File: src/rtl/parking_pkg.sv
// rtl/parking_pkg.sv - gate request types shared by the sensor frontend and the parking controller
package parking_pkg;

   localparam int   SLOT_W    = 2;
   localparam int   NUM_SLOTS = 4;
   localparam logic REQ_ENTRY = 1'b0;
   localparam logic REQ_EXIT  = 1'b1;

   typedef struct packed {
      logic              is_exit;
      logic [SLOT_W-1:0] slot;
   } gate_req_t;

endpackage

File: src/rtl/sensor_debounce.sv
// rtl/sensor_debounce.sv - two-flop synchroniser, symmetric debounce and rising-edge pulse for one beam sensor
module sensor_debounce #(
   parameter int DEBOUNCE_CYCLES = 4
) (
   input  logic clk,
   input  logic reset,
   input  logic raw_in,
   output logic rise
);

   localparam int CNT_W = (DEBOUNCE_CYCLES > 1) ? $clog2(DEBOUNCE_CYCLES) : 1;
   localparam logic [CNT_W-1:0] CNT_LAST = CNT_W'(DEBOUNCE_CYCLES - 1);

   logic             sync1_q, sync1_d;
   logic             sync2_q, sync2_d;
   logic             level_q, level_d;
   logic             rise_q,  rise_d;
   logic [CNT_W-1:0] cnt_q,   cnt_d;

   // The counter only survives while the synchronised input disagrees with the accepted level;
   // the cycle it would reach DEBOUNCE_CYCLES the level flips instead.
   always_comb begin
      sync1_d = raw_in;
      sync2_d = sync1_q;
      level_d = level_q;
      rise_d  = 1'b0;
      cnt_d   = '0;
      if (sync2_q != level_q) begin
         if (cnt_q == CNT_LAST) begin
            level_d = ~level_q;
            rise_d  = ~level_q;
         end else begin
            cnt_d = cnt_q + CNT_W'(1);
         end
      end
   end

   always_ff @(posedge clk or posedge reset) begin
      if (reset) begin
         sync1_q <= 1'b0;
         sync2_q <= 1'b0;
         level_q <= 1'b0;
         rise_q  <= 1'b0;
         cnt_q   <= '0;
      end else begin
         sync1_q <= sync1_d;
         sync2_q <= sync2_d;
         level_q <= level_d;
         rise_q  <= rise_d;
         cnt_q   <= cnt_d;
      end
   end

   assign rise = rise_q;

endmodule

File: src/rtl/parking_sensor_frontend.sv
// rtl/parking_sensor_frontend.sv - conditions entry/exit beam sensors into a queued stream of gate requests
module parking_sensor_frontend
   import parking_pkg::*;
#(
   parameter int DEBOUNCE_CYCLES = 4,
   parameter int FIFO_DEPTH      = 4
) (
   input  logic                          clk,
   input  logic                          reset,
   input  logic                          entry_raw,
   input  logic                          exit_raw,
   input  logic [SLOT_W-1:0]             exit_slot_raw,
   output logic                          req_valid,
   output logic                          req_is_exit,
   output logic [SLOT_W-1:0]             req_slot,
   input  logic                          req_ready,
   output logic [$clog2(FIFO_DEPTH):0]   fifo_count,
   output logic                          overflow,
   output logic [7:0]                    drop_count
);

   localparam int PTR_W = $clog2(FIFO_DEPTH);
   localparam int CNT_W = PTR_W + 1;
   localparam logic [CNT_W-1:0] CNT_FULL = CNT_W'(FIFO_DEPTH);

   logic entry_rise;
   logic exit_rise;

   sensor_debounce #(.DEBOUNCE_CYCLES(DEBOUNCE_CYCLES)) u_entry_db (
      .clk    (clk),
      .reset  (reset),
      .raw_in (entry_raw),
      .rise   (entry_rise)
   );

   sensor_debounce #(.DEBOUNCE_CYCLES(DEBOUNCE_CYCLES)) u_exit_db (
      .clk    (clk),
      .reset  (reset),
      .raw_in (exit_raw),
      .rise   (exit_rise)
   );

   logic [SLOT_W-1:0] slot_sync1_q, slot_sync1_d;
   logic [SLOT_W-1:0] slot_sync2_q, slot_sync2_d;
   gate_req_t         mem_q [FIFO_DEPTH];
   gate_req_t         mem_d [FIFO_DEPTH];
   logic [PTR_W-1:0]  wr_ptr_q, wr_ptr_d;
   logic [PTR_W-1:0]  rd_ptr_q, rd_ptr_d;
   logic [CNT_W-1:0]  count_q,  count_d;
   logic              pending_q, pending_d;
   logic              overflow_q, overflow_d;
   logic [7:0]        drop_count_q, drop_count_d;

   logic              pop;
   logic              full;
   logic              push_vld;
   logic              push_ok;
   logic              fresh_drop;
   gate_req_t         push_req;
   gate_req_t         head;

   always_comb begin
      slot_sync1_d = exit_slot_raw;
      slot_sync2_d = slot_sync1_q;
      mem_d        = mem_q;
      wr_ptr_d     = wr_ptr_q;
      rd_ptr_d     = rd_ptr_q;
      count_d      = count_q;
      pending_d    = pending_q;
      overflow_d   = 1'b0;
      drop_count_d = drop_count_q;
      push_vld     = 1'b0;
      push_req     = '{is_exit: REQ_ENTRY, slot: '0};
      fresh_drop   = 1'b0;

      pop  = (count_q != '0) && req_ready;
      full = (count_q == CNT_FULL);

      // One push per cycle: a parked entry goes first, then exit, then a fresh entry.
      if (pending_q) begin
         push_vld   = 1'b1;
         pending_d  = 1'b0;
         fresh_drop = entry_rise || exit_rise;
      end else if (exit_rise) begin
         push_vld  = 1'b1;
         push_req  = '{is_exit: REQ_EXIT, slot: slot_sync2_q};
         pending_d = entry_rise;
      end else if (entry_rise) begin
         push_vld = 1'b1;
      end

      push_ok = push_vld && (!full || pop);

      if (push_ok) begin
         mem_d[wr_ptr_q] = push_req;
         wr_ptr_d        = wr_ptr_q + PTR_W'(1);
      end
      if (pop) begin
         rd_ptr_d = rd_ptr_q + PTR_W'(1);
      end

      if (push_ok && !pop) begin
         count_d = count_q + CNT_W'(1);
      end else if (!push_ok && pop) begin
         count_d = count_q - CNT_W'(1);
      end

      if ((push_vld && !push_ok) || fresh_drop) begin
         overflow_d = 1'b1;
         if (drop_count_q != 8'hFF) begin
            drop_count_d = drop_count_q + 8'd1;
         end
      end
   end

   always_ff @(posedge clk or posedge reset) begin
      if (reset) begin
         slot_sync1_q <= '0;
         slot_sync2_q <= '0;
         mem_q        <= '{default: '0};
         wr_ptr_q     <= '0;
         rd_ptr_q     <= '0;
         count_q      <= '0;
         pending_q    <= 1'b0;
         overflow_q   <= 1'b0;
         drop_count_q <= '0;
      end else begin
         slot_sync1_q <= slot_sync1_d;
         slot_sync2_q <= slot_sync2_d;
         mem_q        <= mem_d;
         wr_ptr_q     <= wr_ptr_d;
         rd_ptr_q     <= rd_ptr_d;
         count_q      <= count_d;
         pending_q    <= pending_d;
         overflow_q   <= overflow_d;
         drop_count_q <= drop_count_d;
      end
   end

   // Head fields are gated so every output reads 0 while the queue is empty.
   assign head        = mem_q[rd_ptr_q];
   assign req_valid   = (count_q != '0);
   assign req_is_exit = req_valid && head.is_exit;
   assign req_slot    = req_valid ? head.slot : '0;
   assign fifo_count  = count_q;
   assign overflow    = overflow_q;
   assign drop_count  = drop_count_q;

endmodule

File: config.mk
export PLATFORM = sky130hd
export DESIGN_NAME = parking_sensor_frontend
export DESIGN_NICKNAME = d
export VERILOG_FILES = /design/src/rtl/parking_pkg.sv /design/src/rtl/sensor_debounce.sv /design/src/rtl/parking_sensor_frontend.sv
export SDC_FILE = /design/constraint.sdc
export NUM_CORES = 1
export LEC_CHECK = 0
export CAP_MARGIN = 25
export CORE_UTILIZATION = 40
export DETAILED_ROUTE_END_ITERATION = 6
export GPL_ROUTABILITY_DRIVEN = 0
export SYNTH_ARGS = -nofsm -noshare
export SYNTH_HDL_FRONTEND = slang
export SYNTH_SLANG_ARGS = --single-unit
File: constraint.sdc
create_clock -name clk -period 2.93 [get_ports clk]
set_input_delay 0.879 -clock clk [delete_from_list [all_inputs] [get_ports clk]]
set_output_delay 0.879 -clock clk [all_outputs]
set_load 0.01 [all_outputs]
==> results.toml <==
[status]
outcome = "finished, violations left"
violations = "DRC"

[timing]
finalCritPeriodShare = 0.957
hold_violations = 0
rsz0062_at_grt = "false"
fin_worst_skew_ns = 0.0105
fmax_mhz = 357
holdWs_ns = 0.350
period_minus_slack_ns = 2.80
slew_violations = 0
worstMarginPinSlew_ns = 0.540
maxSlewHeadroom = 0.640
fin_setup_tns_ns = 0
setup_viol = 0
fin_ws_ns = 0.127

[global_route]
grt_start_max_net_pins = 46
grt_pass1_wl_um = 5110
overflow = 0
grt_pass1_vias = 1102
antenna_found_initial = 0
gr-usage-all-layers = 0.133

[synth]
synth.distinct_cells = 28
ys_warn_count = 0
synth_seq_area_share = 0.588
synth_area_um2 = 1910
synth-xor-area-share = 0.0686
yosys.area_share.simple = 0.130
synthMuxAreaShare = 0.120
synth_cells = 139
syn_nets = 155
synth_compound_area_frac = 0.00784
synth_fa_ha_area_frac = 0.0699
avgSynthCellArea_um2 = 13.8
yosys_register_bits = 45
synth_top_family_by_area = "simple AND/OR/NAND/NOR gates"

[setup_path]
critPathSlowestCell = "or3_2"
critPathBufInv = 1
critPathTopFamily = "simple AND/OR/NAND/NOR gates"
end_kind = "output pin"
slowest_delay_ns = 0.54
worst_r2r_endpoint = "fifo_count[2]"
worstPathCellList = "or3_2 -> and2_1 -> clkdlybuf4s50_1"
rr_worst_depth = 8
cp.arrival_ns = 1.92
rrSetupSlack_ns = 0.69
crit_required_ns = 2.05
path_class = "reg2out"
start_kind = "register"
r2r_start = "fifo_count[1]"
critPathMaxFanout = 6

[placed_design]
hpwl_um = 2040
pre_cts_ws_ns = 0.101
io_buffers = 22
dp_cells = 213
place_area_um2 = 2210

[clocking]
cts_sinks = 45
cts_tree = "yes"
path_clk_slew_ns = 0.07
cts_resized = 0
cts-buffers-inserted = 5
clock_path_buffers = 2
hold_buffers = 0
cts_root_buf = "clkbuf_8"
htree_num_levels = 2
cts_setup_buffers = 0
clk_latency_ns = 0.29

[cells_and_area]
layout.nets = 184
post-route-util = 0.510
area_delta_synth_final_pct = 19.2
finalInstanceArea_um2 = 2280
diodes = 0
drive_gt1_frac = 0.198
fin_cells = 219

[power]
p_leak_nw = 1.06
power_mw = 1.60
peakVddDrop_v = 0.000328
powerDensity_nw_per_um2 = 700

[floorplan]
floorplan.die.height_um = 71.2
design.core.area_um2 = 4470
num_io_pins = 23
die_area_um2 = 5070
rows = 24
die_w_um = 71.2
start_util = 0.428

[job]
maxCapViolCount = 0

[drt]
drt_iter0_markers = 57
detail-route-antenna-nets = 0
dr_total_vias = 1064
dr.pass1.iters = 7
drcViolationCount = 1
wl_um = 2790
drt-wirelength-per-cell_um = 12.7
routed_via_density = 4.86

[hold_path]
min_to = "u_entry_db.sync2_q"
hold_class = "reg2reg"
hold_start = "u_entry_db.sync1_q"
min_delay_path_depth = 0
## cell usage after synthesis, drive strengths merged
master | instances | share of area
nand3 | 5 | 0.013
xor2 | 3 | 0.014
nor4b | 1 | 0.012
nand4 | 3 | 0.0098
ha | 8 | 0.052
xnor2 | 12 | 0.055
clkbuf | 2 | 0.0039
nor2b | 2 | 0.0065
nor3b | 1 | 0.0039
inv | 6 | 0.012
or3 | 1 | 0.0039
nor3 | 2 | 0.0052
and2 | 8 | 0.027
mux4 | 3 | 0.035
mux2 | 14 | 0.084
nand2 | 9 | 0.022
and3 | 3 | 0.0098
maj3 | 1 | 0.0072
nor2 | 4 | 0.0092
dfrtp | 45 | 0.59
o21ai | 3 | 0.0078
and4 | 1 | 0.0046
fa | 1 | 0.010
or2 | 1 | 0.0033
## how the worst max path moves through the flow
| stage | from | end | slack (ns) | depth (start not counted) |
|---|---|---|---|---|
| after detailed placement | req_ready | fifo_count[1] | 0.10 | 7 |
| after floorplan | req_ready | fifo_count[1] | 0.64 | 6 |
| final | fifo_count[1] | req_slot[1] | 0.13 | 3 |
| after global placement | req_ready | fifo_count[1] | 0.15 | 7 |
| after CTS | rd_ptr_q[0] | req_slot[1] | 0.07 | 3 |
| after global routing | fifo_count[1] | req_slot[1] | 0.03 | 3 |
## area by class of cell
cell class | instances | area, um2
clock inverter | 1 | 5.00
clock buffer | 5 | 68.8
multi-input combinational | 86 | 758
inverter | 6 | 22.5
sequential | 45 | 1130
fill | 377 | 2190
tap | 52 | 65.1
timing repair buffer | 24 | 235
## worst register-to-register path, stage by stage, from the launching register on
cell     delay (ns)
dfrtp_1        0.46
or3_2          0.54
nand2_1        0.14
ha_1           0.19
inv_1          0.06
fa_1           0.37
xor2_1         0.15
nor2_1         0.11
xor2_1         0.15
## sequential cells by signal, indices dropped and copies added (netlist names), 2 cells and up
signal            cells
u_entry_db.cnt_q      2
slot_sync1_q          2
wr_ptr_q              2
mem_q                12
rd_ptr_q              2
u_exit_db.cnt_q       2
slot_sync2_q          2
drop_count            8
fifo_count            3
## cell families after synthesis
family,after synthesis
simple gates,41
fa+ha+maj,10
compound gates,3
xor+xnor,15
mux,17
flops,45
buf+inv,8
## power by group
part / internal (mW) / switching [mW] / leakage [nW]
clock network: 0.157 / 0.185 / 0.0399
logic: 0.239 / 0.168 / 0.431
registers: 0.733 / 0.117 / 0.587
total: 1.13 / 0.469 / 1.06
## cells in the final DEF, fill, tap and decap left out, types with 2 or more instances in the layout
master           synthesis  layout
dfrtp_1                 45      44
clkdlybuf4s50_1          0      22
mux2_2                  13      13
xnor2_1                 12      12
nand2_1                  8       8
ha_1                     8       8
and2_1                   7       7
nand3_1                  5       5
inv_1                    6       5
clkbuf_8                 0       5
and3_1                   3       3
nand4_1                  3       3
o21ai_0                  3       3
xor2_1                   3       3
nor2_1                   3       3
mux4_2                   3       3
nor3_1                   2       2
nor2b_1                  2       2
buf_4                    0       2
## routing by layer
metal	up-vias	wire, um	track usage
met3	7	105	0.0356
met4	0	65	0.0733
met1	512	1350	0.173
met2	22	1270	0.203
li1	523	-	-
met5	-	0	0
(Power assumes the default switching activity.)
